[config.mk]
export PLATFORM = sky130hd
export DESIGN_NAME = gpio_serial_loader
export DESIGN_NICKNAME = d
export VERILOG_FILES = /design/src/rtl/gpio_serial_loader.sv
export SDC_FILE = /design/constraint.sdc
export NUM_CORES = 1
export LEC_CHECK = 0
export BUFFER_PORTS_ARGS = -buffer_cell sky130_fd_sc_hd__buf_2
export CAP_MARGIN = 5
export CORE_UTILIZATION = 59
export DETAILED_ROUTE_END_ITERATION = 10
export PLACE_DENSITY_LB_ADDON = 0.05
export SYNTH_ARGS = -nofsm -noshare
export SYNTH_HDL_FRONTEND = slang
export SYNTH_SLANG_ARGS = --single-unit
export TNS_END_PERCENT = 50
[constraint.sdc]
create_clock -name mclk -period 3.3 [get_ports mclk]
set_input_delay 0.33 -clock mclk [delete_from_list [all_inputs] [get_ports mclk]]
set_output_delay 0.33 -clock mclk [all_outputs]
set_load 0.005 [all_outputs]
[src/rtl/gpio_serial_loader.sv]
// Transmit side of the GPIO pad-configuration serial chain.
// Holds one config word per pad. On start it clears the chain and shifts every word out,
// pad N-1 first and MSB first. It then strobes load so that each pad latches its word.
module gpio_serial_loader #(
  parameter int unsigned               OPENFRAME_IO_PADS = 9,
  parameter int unsigned               PAD_CTRL_BITS     = 16,
  parameter logic [PAD_CTRL_BITS-1:0]  GPIO_DEFAULTS     = 16'h3000,
  parameter int unsigned               CLK_DIV           = 1
) (
  input  logic                                  mclk,
  input  logic                                  reset,
  input  logic                                  cfg_wr,
  input  logic [$clog2(OPENFRAME_IO_PADS)-1:0]  cfg_addr,
  input  logic [PAD_CTRL_BITS-1:0]              cfg_wdata,
  output logic [PAD_CTRL_BITS-1:0]              cfg_rdata,
  input  logic                                  start,
  output logic                                  busy,
  output logic                                  done,
  output logic                                  serial_shift_rstn,
  output logic                                  serial_clock,
  output logic                                  serial_data,
  output logic                                  serial_load
);

  localparam int unsigned N  = OPENFRAME_IO_PADS;
  localparam int unsigned P  = PAD_CTRL_BITS;
  localparam int unsigned B  = N * P;
  localparam int unsigned D  = CLK_DIV;
  localparam int unsigned AW = $clog2(N);
  localparam int unsigned BW = $clog2(B + 1);
  localparam int unsigned PW = $clog2(D + 1);

  localparam logic [BW-1:0] LastBit  = BW'(B - 1);
  localparam logic [PW-1:0] LastPh   = PW'(D - 1);
  localparam logic [AW:0]   NumPads  = (AW + 1)'(N);

  typedef enum logic [2:0] {StIdle, StSrst, StShiftLo, StShiftHi, StLoad, StDone} state_e;

  state_e         state_q;
  logic [PW-1:0]  ph_q;
  logic [BW-1:0]  bit_q;
  logic [P-1:0]   words [N];
  logic [B-1:0]   flat;
  logic           addr_ok;

  assign addr_ok = ({1'b0, cfg_addr} < NumPads);

  // Flatten the array so that send-order bit i is flat[B-1-i]: pad N-1 MSB leaves first.
  always_comb begin
    flat = '0;
    for (int k = 0; k < N; k++) flat[k*P +: P] = words[k];
  end

  // Combinational readback; out-of-range addresses read as zero.
  always_comb begin
    cfg_rdata = '0;
    if (addr_ok) cfg_rdata = words[cfg_addr];
  end

  // Sequencer: array writes in IDLE, then clear / shift / load with registered outputs.
  always_ff @(posedge mclk) begin
    if (reset) begin
      state_q           <= StIdle;
      ph_q              <= '0;
      bit_q             <= '0;
      busy              <= 1'b0;
      done              <= 1'b0;
      serial_shift_rstn <= 1'b1;
      serial_clock      <= 1'b0;
      serial_data       <= 1'b0;
      serial_load       <= 1'b0;
      for (int k = 0; k < N; k++) words[k] <= GPIO_DEFAULTS;
    end else begin
      unique case (state_q)
        StIdle: begin
          if (cfg_wr && addr_ok) words[cfg_addr] <= cfg_wdata;
          if (start) begin
            state_q           <= StSrst;
            busy              <= 1'b1;
            serial_shift_rstn <= 1'b0;
            ph_q              <= '0;
          end
        end
        StSrst: begin
          if (ph_q == LastPh) begin
            ph_q              <= '0;
            serial_shift_rstn <= 1'b1;
            serial_data       <= flat[LastBit];
            bit_q             <= '0;
            state_q           <= StShiftLo;
          end else begin
            ph_q <= ph_q + PW'(1);
          end
        end
        StShiftLo: begin
          if (ph_q == LastPh) begin
            ph_q         <= '0;
            serial_clock <= 1'b1;
            state_q      <= StShiftHi;
          end else begin
            ph_q <= ph_q + PW'(1);
          end
        end
        StShiftHi: begin
          if (ph_q == LastPh) begin
            ph_q         <= '0;
            serial_clock <= 1'b0;
            if (bit_q == LastBit) begin
              serial_data <= 1'b0;
              serial_load <= 1'b1;
              state_q     <= StLoad;
            end else begin
              // Next bit is captured as its low phase begins.
              serial_data <= flat[LastBit - bit_q - BW'(1)];
              bit_q       <= bit_q + BW'(1);
              state_q     <= StShiftLo;
            end
          end else begin
            ph_q <= ph_q + PW'(1);
          end
        end
        StLoad: begin
          if (ph_q == LastPh) begin
            ph_q        <= '0;
            serial_load <= 1'b0;
            done        <= 1'b1;
            state_q     <= StDone;
          end else begin
            ph_q <= ph_q + PW'(1);
          end
        end
        StDone: begin
          // busy stays high through this cycle and falls together with done.
          done    <= 1'b0;
          busy    <= 1'b0;
          state_q <= StIdle;
        end
        default: state_q <= StIdle;
      endcase
    end
  end

endmodule

### After elaboration in Yosys (flattened, before gate mapping)

Memory sizes are Yosys's and may differ from the RTL's.
Index checks and enable logic that the tools add are counted.

* register bits after elaboration: 18
* RAM bits: 144
* input port bits: 24
* output and inout bits: 22
* word-level logic and storage cells: 89
* memories: 1

* $add $sub $neg: 4
* order comparisons: 2
* equality and inequality tests: 13
* muxes and demuxes: 40
* reductions and logical operators: 20

Memories
* words: depth 9, width 16, read ports 10, clocked after memory_dff 0, wr ports 9, line 42 `logic [P-1:0] words [N];`

Operators with widths (count)
* $mux W16: 2
* $mux W8: 3
* $mux W1: 18
* $mux W3: 6
* $pmux W8 S2: 1
* $reduce_or A16 Y1: 1
* $pmux W3 S5: 1
* $ne A2 B2 Y1 const B: 7
* $pmux W1 S2: 7
* $reduce_bool A2 Y1: 7
* $lt A8 B9 Y1 const B: 1
* $reduce_and A3 Y1: 3
* $add A8 B1 Y8 const B: 1
* $bmux W1 S8: 1
* $eq A8 B8 Y1 const B: 1
* $reduce_and A4 Y1: 2
* $sub A8 B1 Y8 const B: 1
* $sub A8 B8 Y8 const A: 1
* $eq A3 B2 Y1 const B: 2
* $eq A3 B3 Y1 const B: 2
* $reduce_and A2 Y1: 3
* $reduce_and A5 Y1: 1
* $lt A4 B4 Y1 const B: 1
* $mux W4: 1
* other kinds (5): 5

### Logic depth before layout (Yosys ltp)

* depth after elaboration: 8
* mapped depth: 10
* mapped depth without buffers: 7

### Worst setup path before layout

No wires, ideal clock.

* kind: register to register
* start: reg bit_q[1]
* end: reg serial_data
* library setup time: 132 ps
* data arrival time: 2368 ps
* data required time: 3168 ps
* slack: 800 ps
* stages on the path, launching flop included: 9
* buffers on the path: 1
* clock period less this slack: 2500 ps
* cells stage by stage: dfxtp_1 > ha_1 > buf_6 > mux2_2 > mux4_1 > o311ai_0 > nor4_1 > a211oi_1 > a2111oi_2

* cells in the longest elaborated chain, start to end: 7
* elaborated cells between the ends (all ways): 8
* those cells by class: add/sub: 2; eq/ne: 1; mux: 5

Ends and longest elaborated chain
* start: declaration: line 41 `logic [BW-1:0] bit_q;`
* start signal: assignment: line 115 `bit_q <= bit_q + BW'(1);`
* $sub A8 B8 Y8: line 114 `serial_data <= flat[LastBit - bit_q - BW'(1)];`
* $sub A8 B1 Y8: line 114
* $bmux W1 S8: line 114
* $mux W1 (not written as such): line 114
* $mux W1 *: line 108 `if (bit_q == LastBit) begin`
* $mux W1 *: line 105 `if (ph_q == LastPh) begin`
* $pmux W1 S2 *: line 74 `unique case (state_q)`
* end signal: assignment: line 88 `serial_data <= flat[LastBit];`
* end signal: assignment: line 114
* end: declaration: line 21 `output logic serial_data,`

Every way passes the cells marked *; elsewhere a longest branch is shown, timed or not. The select of a mux whose other input is x is not followed.
A chain may end at the register's enable or synchronous reset.

### Final worst setup path

Ends and elaborated chain as after synthesis.

==> impl_metrics.py <==
metrics = {
    "detailed_routing": {
        "vias_per_cell": 6.45,
        "wire_per_inst_um": 25.0,
        "via_count": 5657,
        "drt_iter0_markers": 581,
        "wirelength_um": 21900,
        "first_pass_iters": 5,
        "drc": 0,
        "drt.antenna.violating_nets": 0,
    },
    "die": {
        "die-area_um2": 15300,
        "num_rows": 44,
        "start_util": 0.603,
        "die_height_um": 124,
        "die_w_um": 124,
        "io_pins": 46,
        "coreArea_um2": 14500,
    },
    "synthesis": {
        "synth_top_area_share": 0.493,
        "synth_most_common_cell": "edfxtp_1",
        "synth.distinct_cells": 52,
        "synth-seq-area-share": 0.532,
        "synth_warnings": 0,
        "synth_area_per_cell_um2": 13.7,
        "synth_area_leaders": "edfxtp_1, mux4_2, and2_1, dfxtp_1, a22oi_1",
        "ys_ff_latch": 161,
        "yosys-top-cells-count": "edfxtp_1, and2_1, mux4_2",
        "synth_ff_type": "edfxtp_1",
        "synth_cells": 642,
        "async_flop_share": 0,
        "synth_edf_count": 144,
        "syn-cell-area_um2": 8760,
        "synth_top_area_cell": "edfxtp_1",
        "syn-num-nets": 668,
    },
    "clocking": {
        "hold_buffers": 0,
        "insertion_delay_ps": 430,
        "cts_buffers": 17,
        "htree_levels": 4,
        "cts.path.max_buffers": 2,
        "cts_resized": 0,
        "cts_tree": "yes",
        "post_cts_buffers": 0,
        "clock_sinks": 161,
        "clock-root-buffer": "clkbuf_16",
        "path_clk_slew_ps": 70,
    },
    "sta": {
        "fin_crit_sh": 0.857,
        "max_slew.worst_pin.slew_ps": 1010,
        "setup_viol": 0,
        "finalMaxSlewViolations": 0,
        "min_period_ps": 2830,
        "max_freq_mhz": 354,
        "rsz0062_at_grt": "false",
        "clock_skew_ps": 10.4,
        "finalHoldViolCount": 0,
        "slew_headroom": 0.321,
        "setup_tns_ps": 0,
    },
    "global_route": {
        "gr-total-overflow": 0,
        "antenna_found_initial": 0,
        "grt_usage": 0.309,
        "grt_pass1_vias": 5630,
        "grt_max_degree": 45,
        "grt_pass1_wl_um": 32900,
    },
    "cells_and_area": {
        "num_antenna_cells": 0,
        "fin_cells": 877,
        "stdcell_area_um2": 9740,
        "area_delta_synth_final_pct": 11.1,
        "fillers": 1073,
        "nNetsFinal": 706,
        "drive_above_1_share": 0.267,
    },
    "place": {
        "place_area_um2": 9160,
        "gp_congestion": 0.936,
        "port_buffers": 45,
        "hpwl_um": 15600,
        "dp_cells": 845,
    },
    "worst_hold_path": {
        "worstHoldPathType": "primary input to flop",
        "hold_depth": 3,
    },
    "critical_path": {
        "path_class": "flop to flop",
        "crit_arrival_ps": 3160,
        "worst_setup_path_start_kind": "flop",
        "endpoint_kind": "flop",
        "cp.required_ps": 3640,
        "cp_max_fo": 20,
        "worst-r2r-cell-count": 8,
    },
    "pwr": {
        "cellLeakagePower_nw": 3.46,
        "vdd_drop_max_v": 0.000375,
        "cellPowerDensity_nw_per_um2": 486,
    },
    "status": {
        "status": "completed",
    },
    "run": {
        "cap_violations": 0,
    },
}
logic make-up after synthesis:
kind of cell,count (synthesis),share of synthesized area
flops,161,0.532
mux,86,0.197
xor+xnor,10,0.0108
buf+inv,66,0.0370
compound gates,80,0.0618
simple gates,237,0.159
fa+ha+maj,2,0.00285
per-layer routing:
metal / global-route usage / share of wire / vias up
met2: 0.500 / 0.49 / 270
met5: 0 / 0 / -
met1: 0.400 / 0.39 / 2809
met3: 0.0627 / 0.071 / 53
met4: 0.151 / 0.042 / 0
li1: - / - / 2525
placed cells by master, fill, tap and decap left out, types with 4 or more instances in the layout:
cell / instances
a211oi_1: 4
a21oi_1: 14
a22oi_1: 19
a31oi_1: 5
and2_1: 128
and3_1: 4
buf_2: 45
buf_4: 18
clkbuf_16: 17
dfxtp_1: 16
edfxtp_1: 144
inv_1: 19
inv_6: 5
mux2_2: 11
mux2i_1: 8
mux4_2: 64
nand2_1: 14
nand2b_1: 8
nand3_1: 6
nand4_1: 4
nor2_1: 22
nor2b_1: 9
nor3_1: 6
o21ai_0: 7
o22ai_1: 16
or2_2: 9
or3_1: 15
xnor2_1: 5
xor2_1: 4
worst max-delay path: stages, from the launching register on:
cell and delay (ps):
dfxtp_1 500, ha_2 450, buf_12 210, mux4_2 330, mux2i_1 110, a2111oi_0 460
a21oi_1 130, o31a_1 260, a2111oi_2 270
through the flow:
stage	setup WS [ps]	hold slack, ps	util	power, mW
floorplan	800	409	-	2.63
global placement	560	427	0.630	2.78
detailed placement	492	446	0.630	2.79
CTS	473	181	0.670	4.74
global route	326	192	0.670	4.85
finish	472	189	0.670	4.73
flip-flops by register name, indices dropped and copies added, names as in the netlist:
signal and count:
serial_load 1, serial_data 1, serial_shift_rstn 1, busy 1, bit_q 8, done 1, words 144, state_q 3
serial_clock 1
final cells by class:
type                            count  area [um2]  share of cell area
Timing Repair Buffer               65         400              0.0411
Tap cell                          184         230              0.0236
Multi-Input combinational cell    415        3780               0.389
Clock buffer                       19         433              0.0445
Clock inverter                     13         149              0.0153
Inverter                           20        75.1             0.00771
Sequential cell                   161        4670               0.479
power breakdown:
group | internal [mW] | switching (mW) | total, mW
Clock | 1.13 | 0.849 | 1.98
Sequential | 2.29 | 0.0494 | 2.34
Combinational | 0.181 | 0.234 | 0.415
Total | 3.60 | 1.13 | 4.73
final timing paths:
check                          from                 to  slack [ps]
setup / recovery           bit_q[1]        serial_data         470
hold / removal                start  serial_shift_rstn         190
setup reg to reg           bit_q[1]        serial_data         470
hold reg to reg   serial_shift_rstn  serial_shift_rstn         460
Note: power is estimated with default switching activity, not from simulation.
